File: src/rtl/spi_master_cfg.sv
// Configurable SPI master: DW-bit words, SCLK = mclk/(2*DIV), all CPOL/CPHA modes,
// MSB/LSB-first ordering and one-hot active-low chip selects.
module spi_master_cfg #(
  parameter int DW  = 8,
  parameter int DIV = 2,
  parameter int NCS = 4,
  localparam int CSW = (NCS > 1) ? $clog2(NCS) : 1
) (
  input  logic           mclk,
  input  logic           reset,
  input  logic           start,
  input  logic           cpol,
  input  logic           cpha,
  input  logic           lsb_first,
  input  logic [CSW-1:0] cs_sel,
  input  logic [DW-1:0]  data_in,
  input  logic           miso,
  output logic           sclk,
  output logic           mosi,
  output logic [NCS-1:0] cs_n,
  output logic           busy,
  output logic           done,
  output logic [DW-1:0]  data_out
);
  localparam int TW = (DIV > 1) ? $clog2(DIV) : 1;
  localparam int EW = $clog2(2 * DW);
  localparam logic [TW-1:0] TMAX  = TW'(DIV - 1);
  localparam logic [EW-1:0] ELAST = EW'(2 * DW - 1);

  localparam logic [2:0] S_IDLE  = 3'd0;
  localparam logic [2:0] S_SETUP = 3'd1;
  localparam logic [2:0] S_XFER  = 3'd2;
  localparam logic [2:0] S_HOLD  = 3'd3;
  localparam logic [2:0] S_DONE  = 3'd4;

  logic [2:0]     state_q, state_d;
  logic [TW-1:0]  tmr_q, tmr_d;
  logic [EW-1:0]  ecnt_q, ecnt_d;
  logic           cpol_q, cpol_d, cpha_q, cpha_d, lsb_q, lsb_d;
  logic [DW-1:0]  tx_q, tx_d, rx_q, rx_d, dout_q, dout_d;
  logic           sclk_q, sclk_d, mosi_q, mosi_d, busy_q, busy_d, done_q, done_d;
  logic [NCS-1:0] cs_n_q, cs_n_d;
  logic           active, tick, sample;
  logic [DW-1:0]  ord;

  function automatic logic [DW-1:0] rev(input logic [DW-1:0] v);
    logic [DW-1:0] r;
    for (int i = 0; i < DW; i++) r[i] = v[DW-1-i];
    return r;
  endfunction

  assign active = (state_q == S_SETUP) || (state_q == S_XFER) || (state_q == S_HOLD);
  assign tick   = active && (tmr_q == TMAX);
  // Even edge index = leading edge; sample on leading when cpha=0, trailing when cpha=1.
  assign sample = ~ecnt_q[0] ^ cpha_q;
  assign ord    = lsb_first ? rev(data_in) : data_in;

  always_comb begin
    state_d = state_q;
    tmr_d   = active ? (tick ? '0 : tmr_q + 1'b1) : '0;
    ecnt_d  = ecnt_q;
    cpol_d  = cpol_q;
    cpha_d  = cpha_q;
    lsb_d   = lsb_q;
    tx_d    = tx_q;
    rx_d    = rx_q;
    dout_d  = dout_q;
    sclk_d  = sclk_q;
    mosi_d  = mosi_q;
    busy_d  = busy_q;
    done_d  = 1'b0;
    cs_n_d  = cs_n_q;
    case (state_q)
      S_IDLE: begin
        sclk_d = cpol;
        if (start) begin
          state_d = S_SETUP;
          cpol_d  = cpol;
          cpha_d  = cpha;
          lsb_d   = lsb_first;
          // cpha=0 puts the first bit out now, so the register starts one bit ahead.
          tx_d    = cpha ? ord : (ord << 1);
          mosi_d  = ord[DW-1];
          rx_d    = '0;
          ecnt_d  = '0;
          busy_d  = 1'b1;
          for (int i = 0; i < NCS; i++) cs_n_d[i] = (32'(cs_sel) != i);
        end
      end
      S_SETUP: if (tick) state_d = S_XFER;
      S_XFER: if (tick) begin
        sclk_d = ~sclk_q;
        ecnt_d = ecnt_q + 1'b1;
        if (sample) begin
          rx_d = {rx_q[DW-2:0], miso};
        end else if (ecnt_q != ELAST) begin
          mosi_d = tx_q[DW-1];
          tx_d   = tx_q << 1;
        end
        if (ecnt_q == ELAST) state_d = S_HOLD;
      end
      S_HOLD: if (tick) begin
        state_d = S_DONE;
        cs_n_d  = '1;
        busy_d  = 1'b0;
        done_d  = 1'b1;
        dout_d  = lsb_q ? rev(rx_q) : rx_q;
      end
      S_DONE:  state_d = S_IDLE;
      default: state_d = S_IDLE;
    endcase
  end

  always_ff @(posedge mclk or negedge reset) begin
    if (!reset) begin
      state_q <= S_IDLE;
      tmr_q   <= '0;
      ecnt_q  <= '0;
      cpol_q  <= 1'b0;
      cpha_q  <= 1'b0;
      lsb_q   <= 1'b0;
      tx_q    <= '0;
      rx_q    <= '0;
      dout_q  <= '0;
      sclk_q  <= 1'b0;
      mosi_q  <= 1'b0;
      busy_q  <= 1'b0;
      done_q  <= 1'b0;
      cs_n_q  <= '1;
    end else begin
      state_q <= state_d;
      tmr_q   <= tmr_d;
      ecnt_q  <= ecnt_d;
      cpol_q  <= cpol_d;
      cpha_q  <= cpha_d;
      lsb_q   <= lsb_d;
      tx_q    <= tx_d;
      rx_q    <= rx_d;
      dout_q  <= dout_d;
      sclk_q  <= sclk_d;
      mosi_q  <= mosi_d;
      busy_q  <= busy_d;
      done_q  <= done_d;
      cs_n_q  <= cs_n_d;
    end
  end

  assign sclk     = sclk_q;
  assign mosi     = mosi_q;
  assign cs_n     = cs_n_q;
  assign busy     = busy_q;
  assign done     = done_q;
  assign data_out = dout_q;
endmodule

File: config.mk
export PLATFORM = sky130hd
export DESIGN_NAME = spi_master_cfg
export DESIGN_NICKNAME = d
export VERILOG_FILES = /design/src/rtl/spi_master_cfg.sv
export SDC_FILE = /design/constraint.sdc
export NUM_CORES = 1
export LEC_CHECK = 0
export ABC_AREA = 1
export BUFFER_PORTS_ARGS = -buffer_cell sky130_fd_sc_hd__buf_2
export CAP_MARGIN = 0
export CORE_MARGIN = 8
export CORE_UTILIZATION = 45
export DETAILED_ROUTE_END_ITERATION = 10
export HOLD_SLACK_MARGIN = 0.06
export PLACE_DENSITY = 0.63
export SLEW_MARGIN = 30
export SYNTH_ARGS = -nofsm -noshare
export SYNTH_HDL_FRONTEND = slang
export SYNTH_SLANG_ARGS = --single-unit
File: constraint.sdc
create_clock -name mclk -period 3.3 [get_ports mclk]
set_clock_uncertainty 0.05 [all_clocks]
set_input_delay 0.33 -clock mclk [delete_from_list [all_inputs] [get_ports mclk]]
set_output_delay 0.33 -clock mclk [all_outputs]
set_load 0.01 [all_outputs]
After elaboration in Yosys (flattened, before gate mapping) --
Index checks and enable logic that the tools add are counted.
Word-level totals: register bits 42, bits in latches 0, bits in writable memories 0, ROM bits 0, input bits 17, output and inout bits 16, word-level logic and storage cells 87, memories 0
Operators by class: $add $sub $neg 2, $mul 0, div/mod/pow operators 0, $lt $le $gt $ge 0, equal/unequal tests 16, shifts and indexed selects 0, multiplexer cells 38, bitwise logic cells 3, reduce and logical (&&, ||, !) cells 15
Operator list (number):
- two-way mux 8 bit | 10
- case mux 8 bit (2 select lines) | 2
- two-way mux 4 bit | 4
- inequality test 2 bit (second input constant) | 8
- case mux 4 bit (2 select lines) | 2
- two-way mux 3 bit | 5
- case mux 3 bit (4 select lines) | 1
- two-way mux 1 bit | 11
- AND reduction 5 bit | 2
- equality test 3 x 2 -> 1 bit (second input constant) | 2
- inequality test 2 x 1 -> 1 bit (second input constant) | 3
- case mux 1 bit (2 select lines) | 3
- AND reduction 2 bit | 3
- AND reduction 3 bit | 2
- nonzero test 2 bit | 3
- adder 4 x 1 -> 4 bit (second input constant) | 1
- equality test 4 bit (second input constant) | 1
- inequality test 4 bit (second input constant) | 1
- AND reduction 4 bit | 1
- equality test 3 x 1 -> 1 bit (second input constant) | 1
- logical NOT 3 bit | 1
- logical OR 1 bit | 2
- NOT 1 bit | 2
- adder 1 bit (second input constant) | 1
- other kinds (2) | 2

Depth between registers and ports, before layout --
Gate-level depths: netlist of run 1.
depth after elaboration 6, gate-level depth with buffers 8, mapped depth without buffers 8

Worst setup path before layout of run 1 --
Ideal clock, no wire load.
path type register to register, from reg ecnt_q[0], to reg tx_q[1], library setup time 0.116 ns, data arrival time 1.079 ns, data required time 3.134 ns, path slack 2.055 ns, stages on the path, launching flop included 8, path buffers 0, clock period less this slack 1.245 ns, cells stage by stage dfrtp_1 ha_1 nand3_1 nand3_1 nand2_1 nand2_4 nand2_1 nand2_1
On the way: cells in the longest elaborated chain, start to end 4, elaborated cells between the ends (all ways) 6, classes of those cells eq/ne (3); bitwise (2); reduce/logical (1)
RTL lines:
- start: declaration | line 38 | logic [EW-1:0] ecnt_q, ecnt_d;
- start signal: assignment | line 133 | ecnt_q <= ecnt_d;
- parallel branches: the longest is 3 deep, another holds inequality test 4 bit
- AND reduction 5 bit (no line) (*)
- end signal: assignment | line 137 | tx_q <= tx_d;
- end: declaration | line 40 | logic [DW-1:0] tx_q, tx_d, rx_q, rx_d, dout_q, dout_d;
Every way passes the cells marked *. A chain may end at the register's enable or synchronous reset.

Worst setup path after layout of run 1 --
from reg state_q[0], to reg sclk_q, in the netlist sclk
On the way: cells in the longest elaborated chain, start to end 6, elaborated cells between the ends (all ways) 11, classes of those cells eq/ne (4); mux (1); reduce/logical (6)
RTL lines:
- start: declaration | line 36 | logic [2:0] state_q, state_d;
- start signal: assignment | line 131 | state_q <= state_d;
- equality test 3 x 1 -> 1 bit / equality test 3 x 2 -> 1 bit (equally long branches) | line 52, 73
- logical OR 1 bit (2 in a row) | line 52 | assign active = (state_q == S_SETUP) || (state_q == S_XFER) || (state_q == S_HOLD);
- logical AND 1 bit | line 53 | assign tick = active && (tmr_q == TMAX);
- inequality test 2 bit (no line)
- AND reduction 2 bit (no line)
- end signal: assignment | line 140 | sclk_q <= sclk_d;
- end: declaration | line 41 | logic sclk_q, sclk_d, mosi_q, mosi_d, busy_q, busy_d, done_q, done_d;
Parallel ways exist; a longest one is shown, timed or not.

==> impl_metrics.toml, run 1 <==
[status]
run_status = "finished, final reports clean"

[floorplanning]
dieArea_mm2 = 0.007443
ioPinCount = 33
floorplan.initialDensity = 0.4674
die_width_um = 86.27
rows = 25
core-area_mm2 = 0.004755
die_y_um = 86.27

[cts]
cts_tree = "yes"
cts.sinks = 42
cts_buffers = 5
clock_latency_ns = 0.30
ctsResizeCount = 0
cts.clk_slew.worst_paths_ns = 0.08
cts_root_buf = "clkbuf_8"
postCtsSetupBuffers = 0
h-tree-depth = 2
clock_path_buffers = 2

[drt]
drtAntennaViolNets = 0
dr_wl_met2_um = 1972
wire_per_inst_um = 11.65
route.detailed.drc = 0
routed_via_density = 4.707
highest_layer = "met4"
via_count = 1845
drt_first_pass_iters = 4
wl_met3_um = 230
wl_met1_um = 2299
drt_iter0_markers = 122
finalWirelength_um = 4567

[synthesis]
syn_avg_cell_area_um2 = 7.533
ys_ff_latch = 42
syn_nets = 313
yosys.area.top_type = "dfrtp_1"
postSynthCellCount = 295
synth.area.top_cells = "dfrtp_1 43%, nand2_1 19%, nand3_1 7.7%"
ys_warn_count = 0
yosys.area.top_type_share = 0.4279
syn-cell-area_mm2 = 0.002222
seq_area_frac_synth = 0.4752
synth_cell_types = 26

[setup_path]
cp_data_required_time_ns = 3.42
rr_worst_depth = 4
start_kind = "register"
crit_arrival_ns = 1.89
cp_slowest_cell = "nand3_1"
cp_slowest_stage_delay_ns = 0.55
path_class = "reg -> reg"
rrSetupSlack_ns = 1.53
critPathMaxFanout = 20
critical_path.endpoint_type = "register"
cp_cell_sequence = "inv_2, nand3_1, o211ai_1, o21ai_0"

[layout]
antennaDiodeCount = 0
layout-drive-gt1-share = 0.1877
nNetsFinal = 342
syn2layout_area_growth_pct = 13.57
finish.utilization = 0.5308

[grt]
grt_max_degree = 43
grt_pass1_vias = 1791
antenna_found_initial = 0
grt_pass1_wl_um = 7928
grt_overflow = 0
grt_use_total = 0.1313

[sta]
max_slew_margin = 0.4811
setup_viol_count_final = 0
timing_hold_violations_final = 0
tightest_slew_ns = 0.7762
fin_ws_ns = 1.531
fin_crit_sh = 0.5362
rsz0062_at_grt = "no"
fin_crit_ns = 1.769
max_freq_mhz = 565.1
fin_setup_tns_ns = 0
slew_viol_final = 0

[placed_design]
io_buffer_count = 32
gp_congestion = 0.8331
dpl.hpwl_um = 3247
dp_slack_ns = 1.514

[job]
drv_cap = 0

[power_and_ir_drop]
power_mw = 2.142
p_leak_nw = 1.311
vdd_drop_max_v = 0.0002883
p_per_area_mw_per_mm2 = 848.9

[worst_hold_path]
hold_depth = 3
hold_class = "in -> reg"
## logic make-up after synthesis
logic type | Yosys count | synth area share
and+or+nand+nor | 177 | 0.3452
DFF | 42 | 0.4752
buffers and inverters | 40 | 0.08051
AOI/OAI and AO/OA | 34 | 0.08953
xor gates and xnor gates | 1 | 0.003942
adders and majority gates | 1 | 0.005630
## critical path: cells and delay by family, from the launching register on
kind | cells | cell delay [ns]
AO/OA/AOI/OAI | 2 | 0.50
buffers and inverters | 1 | 0.11
flip-flops | 1 | 0.43
AND/OR/NAND/NOR | 1 | 0.55
## cells in the final DEF (no fill, tap or decap), types with 5 or more instances in the layout
cell type,instances
nand2_1,110
dfrtp_1,38
nand3_1,34
buf_2,31
inv_1,25
o21ai_0,22
nor2_1,19
o21ai_2,7
clkbuf_8,5
## per-stage QoR
| step | cell area [um^2] | hold WS [ns] | instances |
|---|---|---|---|
| global placement | 2401 | 0.4021 | 383 |
| global route | 2524 | 0.2410 | 392 |
| finish | 2524 | 0.2496 | 392 |
| detailed placement | 2401 | 0.4067 | 383 |
| floorplan | 2222 | -0.01559 | 295 |
| CTS | 2511 | 0.1643 | 391 |
## area by class of cell
type	count	area (um^2)
Clock buffer	6	72.57
Clock inverter	2	37.54
Fill cell	491	2231
Inverter	29	113.9
Multi-Input combinational cell	213	987.2
Sequential cell	42	1056
Tap cell	67	83.83
Timing Repair Buffer	33	172.7
## layer usage
metal	up-vias	track usage
li1	993	-
met5	-	0
met4	0	0.06103
met1	801	0.1613
met2	44	0.2120
met3	7	0.03119
## worst paths after layout
path                           end        from
max                           sclk  state_q[0]
min                        cs_n[0]   cs_sel[0]
max reg2reg                   sclk  state_q[0]
min reg2reg                   busy        busy
max in group asynchronous  cs_n[0]       reset
min in group asynchronous     done       reset
## cells in the mapped netlist (all sizes together)
library cell	count
nand2	114
dfrtp	38
nand3	34
o21ai	32
inv	28
nor2	23
buf	9
dfstp	4
nor3	4
clkbuf	2
nand4	2
a21oi	1
clkinv	1
ha	1
o211ai	1
xnor2	1
## registers in the layout, summed over array words and instances (netlist names), 3 cells and up
name      cells
tx_q          8
data_out      8
cs_n          4
ecnt_q        4
state_q       3
rx_q          8
## repair_timing
item	CTS	global route
hold buffers	0	1
hold endpoints to repair	0	38
setup endpoints to repair	0	0
## power breakdown
group | total [mW] | switching, mW | internal, mW
sequential | 0.852 | 0.135 | 0.717
clock | 0.408 | 0.182 | 0.226
combinational | 0.882 | 0.574 | 0.308
total | 2.14 | 0.891 | 1.25
(Power assumes the default switching activity.)
==> run 2: changes to the inputs <==
ABC_AREA = 0   (was 1)
PLACE_DENSITY = 0.66   (was 0.63)
clock period = 1.57 ns   (was 3.3 ns; I/O delays follow)
==> run 2 against run 1 <==
The flow now finishes with violations (setup timing). Clock power is 110% higher. Sequential share of layout area is 3.7 points lower. Hold slack worse by 0.091 ns. Synthesized cell count is 32% lower. Global-route usage is 0.19 points lower. Critical path depth stayed put. Non-clock buffer count is 33 higher. Critical path type unchanged. Largest power group unchanged. Highest routed layer unchanged.
==> impl_metrics.toml, run 2 <==
[status]
run_status = "complete, but fails checks"
violations = "setup timing"

[power_and_ir_drop]
power_mw = 5.308
vdd_drop_max_v = 0.0009107
p_per_area_mw_per_mm2 = 1918
p_leak_nw = 1.296

[drt]
drt_first_pass_iters = 4
wl_met3_um = 243
wl_met1_um = 2043
drt_iter0_markers = 78
drtAntennaViolNets = 0
highest_layer = "met4"
route.detailed.drc = 0
wire_per_inst_um = 14.84
via_count = 1679
finalWirelength_um = 4689
routed_via_density = 5.313
dr_wl_met2_um = 2318

[setup_path]
critPathMaxFanout = 7
cp_cell_sequence = "buf_4, and4bb_2, nand2_2, o221a_2"
crit_cells = 4
worst-path-buf-inv = 1
critPathTopFamily = "simple AND/OR/NAND/NOR gates"
cp_slowest_cell = "dfrtp_1"
startpoint = "state_q[2]"
crit_arrival_ns = 1.75
critical_path.endpoint_type = "register"
rrSetupSlack_ns = -0.04
path_class = "reg -> reg"
endpoint = "tx_q[5]"
reg2reg_from = "state_q[2]"
start_kind = "register"
cp_slowest_stage_delay_ns = 0.42
rr_worst_depth = 4
cp_data_required_time_ns = 1.71
r2r_end = "tx_q[5]"

[sta]
fin_crit_ns = 1.606
timing_hold_violations_final = 0
slew_viol_final = 0
hold_ws_ns = 0.1583
rsz0062_at_grt = "yes"
max_slew_margin = 0.6484
setup_viol_count_final = 7
fin_ws_ns = -0.03552
tightest_slew_ns = 0.5274
max_freq_mhz = 622.9
fin_crit_sh = 1.023

[grt]
antenna_found_initial = 0
grt_max_degree = 43
grt_overflow = 0
grt_use_total = 0.1294
grt_pass1_vias = 1654
grt_pass1_wl_um = 7507

[synthesis]
yosysMostFrequentCell = "nand2_1"
synthFlopType = "dfrtp_1"
synth_edf_count = 0
synth_cell_types = 38
yosys.area.top_type = "dfrtp_1"
syn_nets = 218
postSynthCellCount = 200
syn_avg_cell_area_um2 = 10.27
seq_area_frac_synth = 0.5143
ys_warn_count = 0
synthArstFlopShare = 1.000
yosys-top-cells-count = "40 x nand2_1, 38 x dfrtp_1, 15 x mux2i_1, 15 x o21ai_0, 10 x nor2_1"
syn-cell-area_mm2 = 0.002053
synth.area.top_cells = "dfrtp_1 46%, mux2i_1 7.3%, nand2_1 7.3%"
yosys.area.top_type_share = 0.4631
ys_ff_latch = 42

[floorplanning]
ioPinCount = 33
rows = 24
dieArea_mm2 = 0.006980
die_width_um = 83.55
core-area_mm2 = 0.004384
floorplan.initialDensity = 0.4683
die_y_um = 83.55

[layout]
antennaDiodeCount = 0
final_common_cell = "dfrtp_1"
layout.cells.non_filler = 316
layout-drive-gt1-share = 0.4432
mostFrequentLayoutCells = "38 x dfrtp_1, 32 x buf_2, 31 x nand2_1"
nNetsFinal = 281
syn2layout_area_growth_pct = 34.80

[placed_design]
dp.cells = 296
dp_slack_ns = -0.05968
io_buffer_count = 32
gp_congestion = 0.8073
dpl.hpwl_um = 3169

[cts]
clock_path_buffers = 2
cts.clk_slew.worst_paths_ns = 0.09
cts_buffers = 5
cts_tree = "yes"
clock_latency_ns = 0.30
cts.sinks = 42
h-tree-depth = 2
cts_root_buf = "clkbuf_8"

[worst_hold_path]
hold_class = "in -> reg"

[job]
drv_cap = 0
[run 2: cell count changes after synthesis, moves of 4 or more]
cell     change
o21ai_2      -5
a21oi_1      +4
inv_1       -18
o21ai_0      -7
nand3_1     -31
nand2_1     -70
buf_2        -5
o221a_2      +7
nor2_1       -9
mux2i_1     +15
[run 2: cells by family (layout without fill, tap and decap cells)]
logic type	after synthesis	count (layout)	share of synthesized area
AND/OR/NAND/NOR	68	68	0.1493
multiplexers	19	19	0.1005
flip-flops	42	42	0.5143
buffers and inverters	17	81	0.04327
adder cells (fa/ha/maj)	1	1	0.006093
AO/OA/AOI/OAI	49	49	0.1694
XOR/XNOR	4	4	0.01706
[run 2: worst register-to-register path, delay by kind of cell, from the launching register on]
family / cells / cell delay, ns
flops: 1 / 0.42
compound gates: 1 / 0.28
buf+inv: 1 / 0.17
simple gates: 2 / 0.57
[run 2: area by class of cell]
type,count,area [um^2]
clock inverter,3,40.04
clock buffer,5,68.82
tap,52,65.06
multi-input combinational,141,1067
fill,352,1617
inverter,7,26.28
timing repair buffer,66,444.2
sequential,42,1056
[run 2: timing repair]
action | CTS | global route
setup buffers | 5 | 3
hold buffers | 4 | 0
resized for setup | 9 | 28
endpoints found under the setup margin | 18 | 22
hold endpoints to repair | 41 | 0
gates cloned | 0 | 1
pin swaps | 3 | 2
[run 2: worst min path at each step]
stage / start / endpoint / slack, ns / cells past startpoint
4_1_cts: data_in[0] / tx_q[0] / 0.16 / 3
5_1_grt: data_in[0] / tx_q[0] / 0.19 / 3
3_5_place_dp: reset / data_out[3] / 0.21 / 2
6_report: data_in[0] / tx_q[0] / 0.16 / 3
2_1_floorplan: reset / busy / -0.19 / 0
3_3_place_gp: reset / data_out[5] / 0.21 / 2
[run 2: stage by stage]
stage                     area, um^2  setup TNS [ns]  utilization
after floorplan                 2058         -0.7260            -
after global routing            2768         -0.9132       0.6313
after CTS                       2628        -0.07971       0.5993
after global placement          2386        -0.06172       0.5442
final                           2768         -0.1565       0.6313
after detailed placement        2386         -0.4109       0.5442
[run 2: report_power, final]
| group | leakage (nW) | switching, mW | total [mW] | internal, mW |
|---|---|---|---|---|
| clock | 0.0579 | 0.391 | 0.859 | 0.469 |
| sequential | 0.526 | 0.375 | 1.91 | 1.54 |
| combinational | 0.713 | 1.19 | 2.53 | 1.35 |
| total | 1.30 | 1.95 | 5.31 | 3.35 |
[run 2: routing by layer]
layer,up-vias,global-route usage
met5,-,0
met4,0,0.05808
met3,7,0.04785
met2,39,0.2058
met1,799,0.1517
li1,834,-
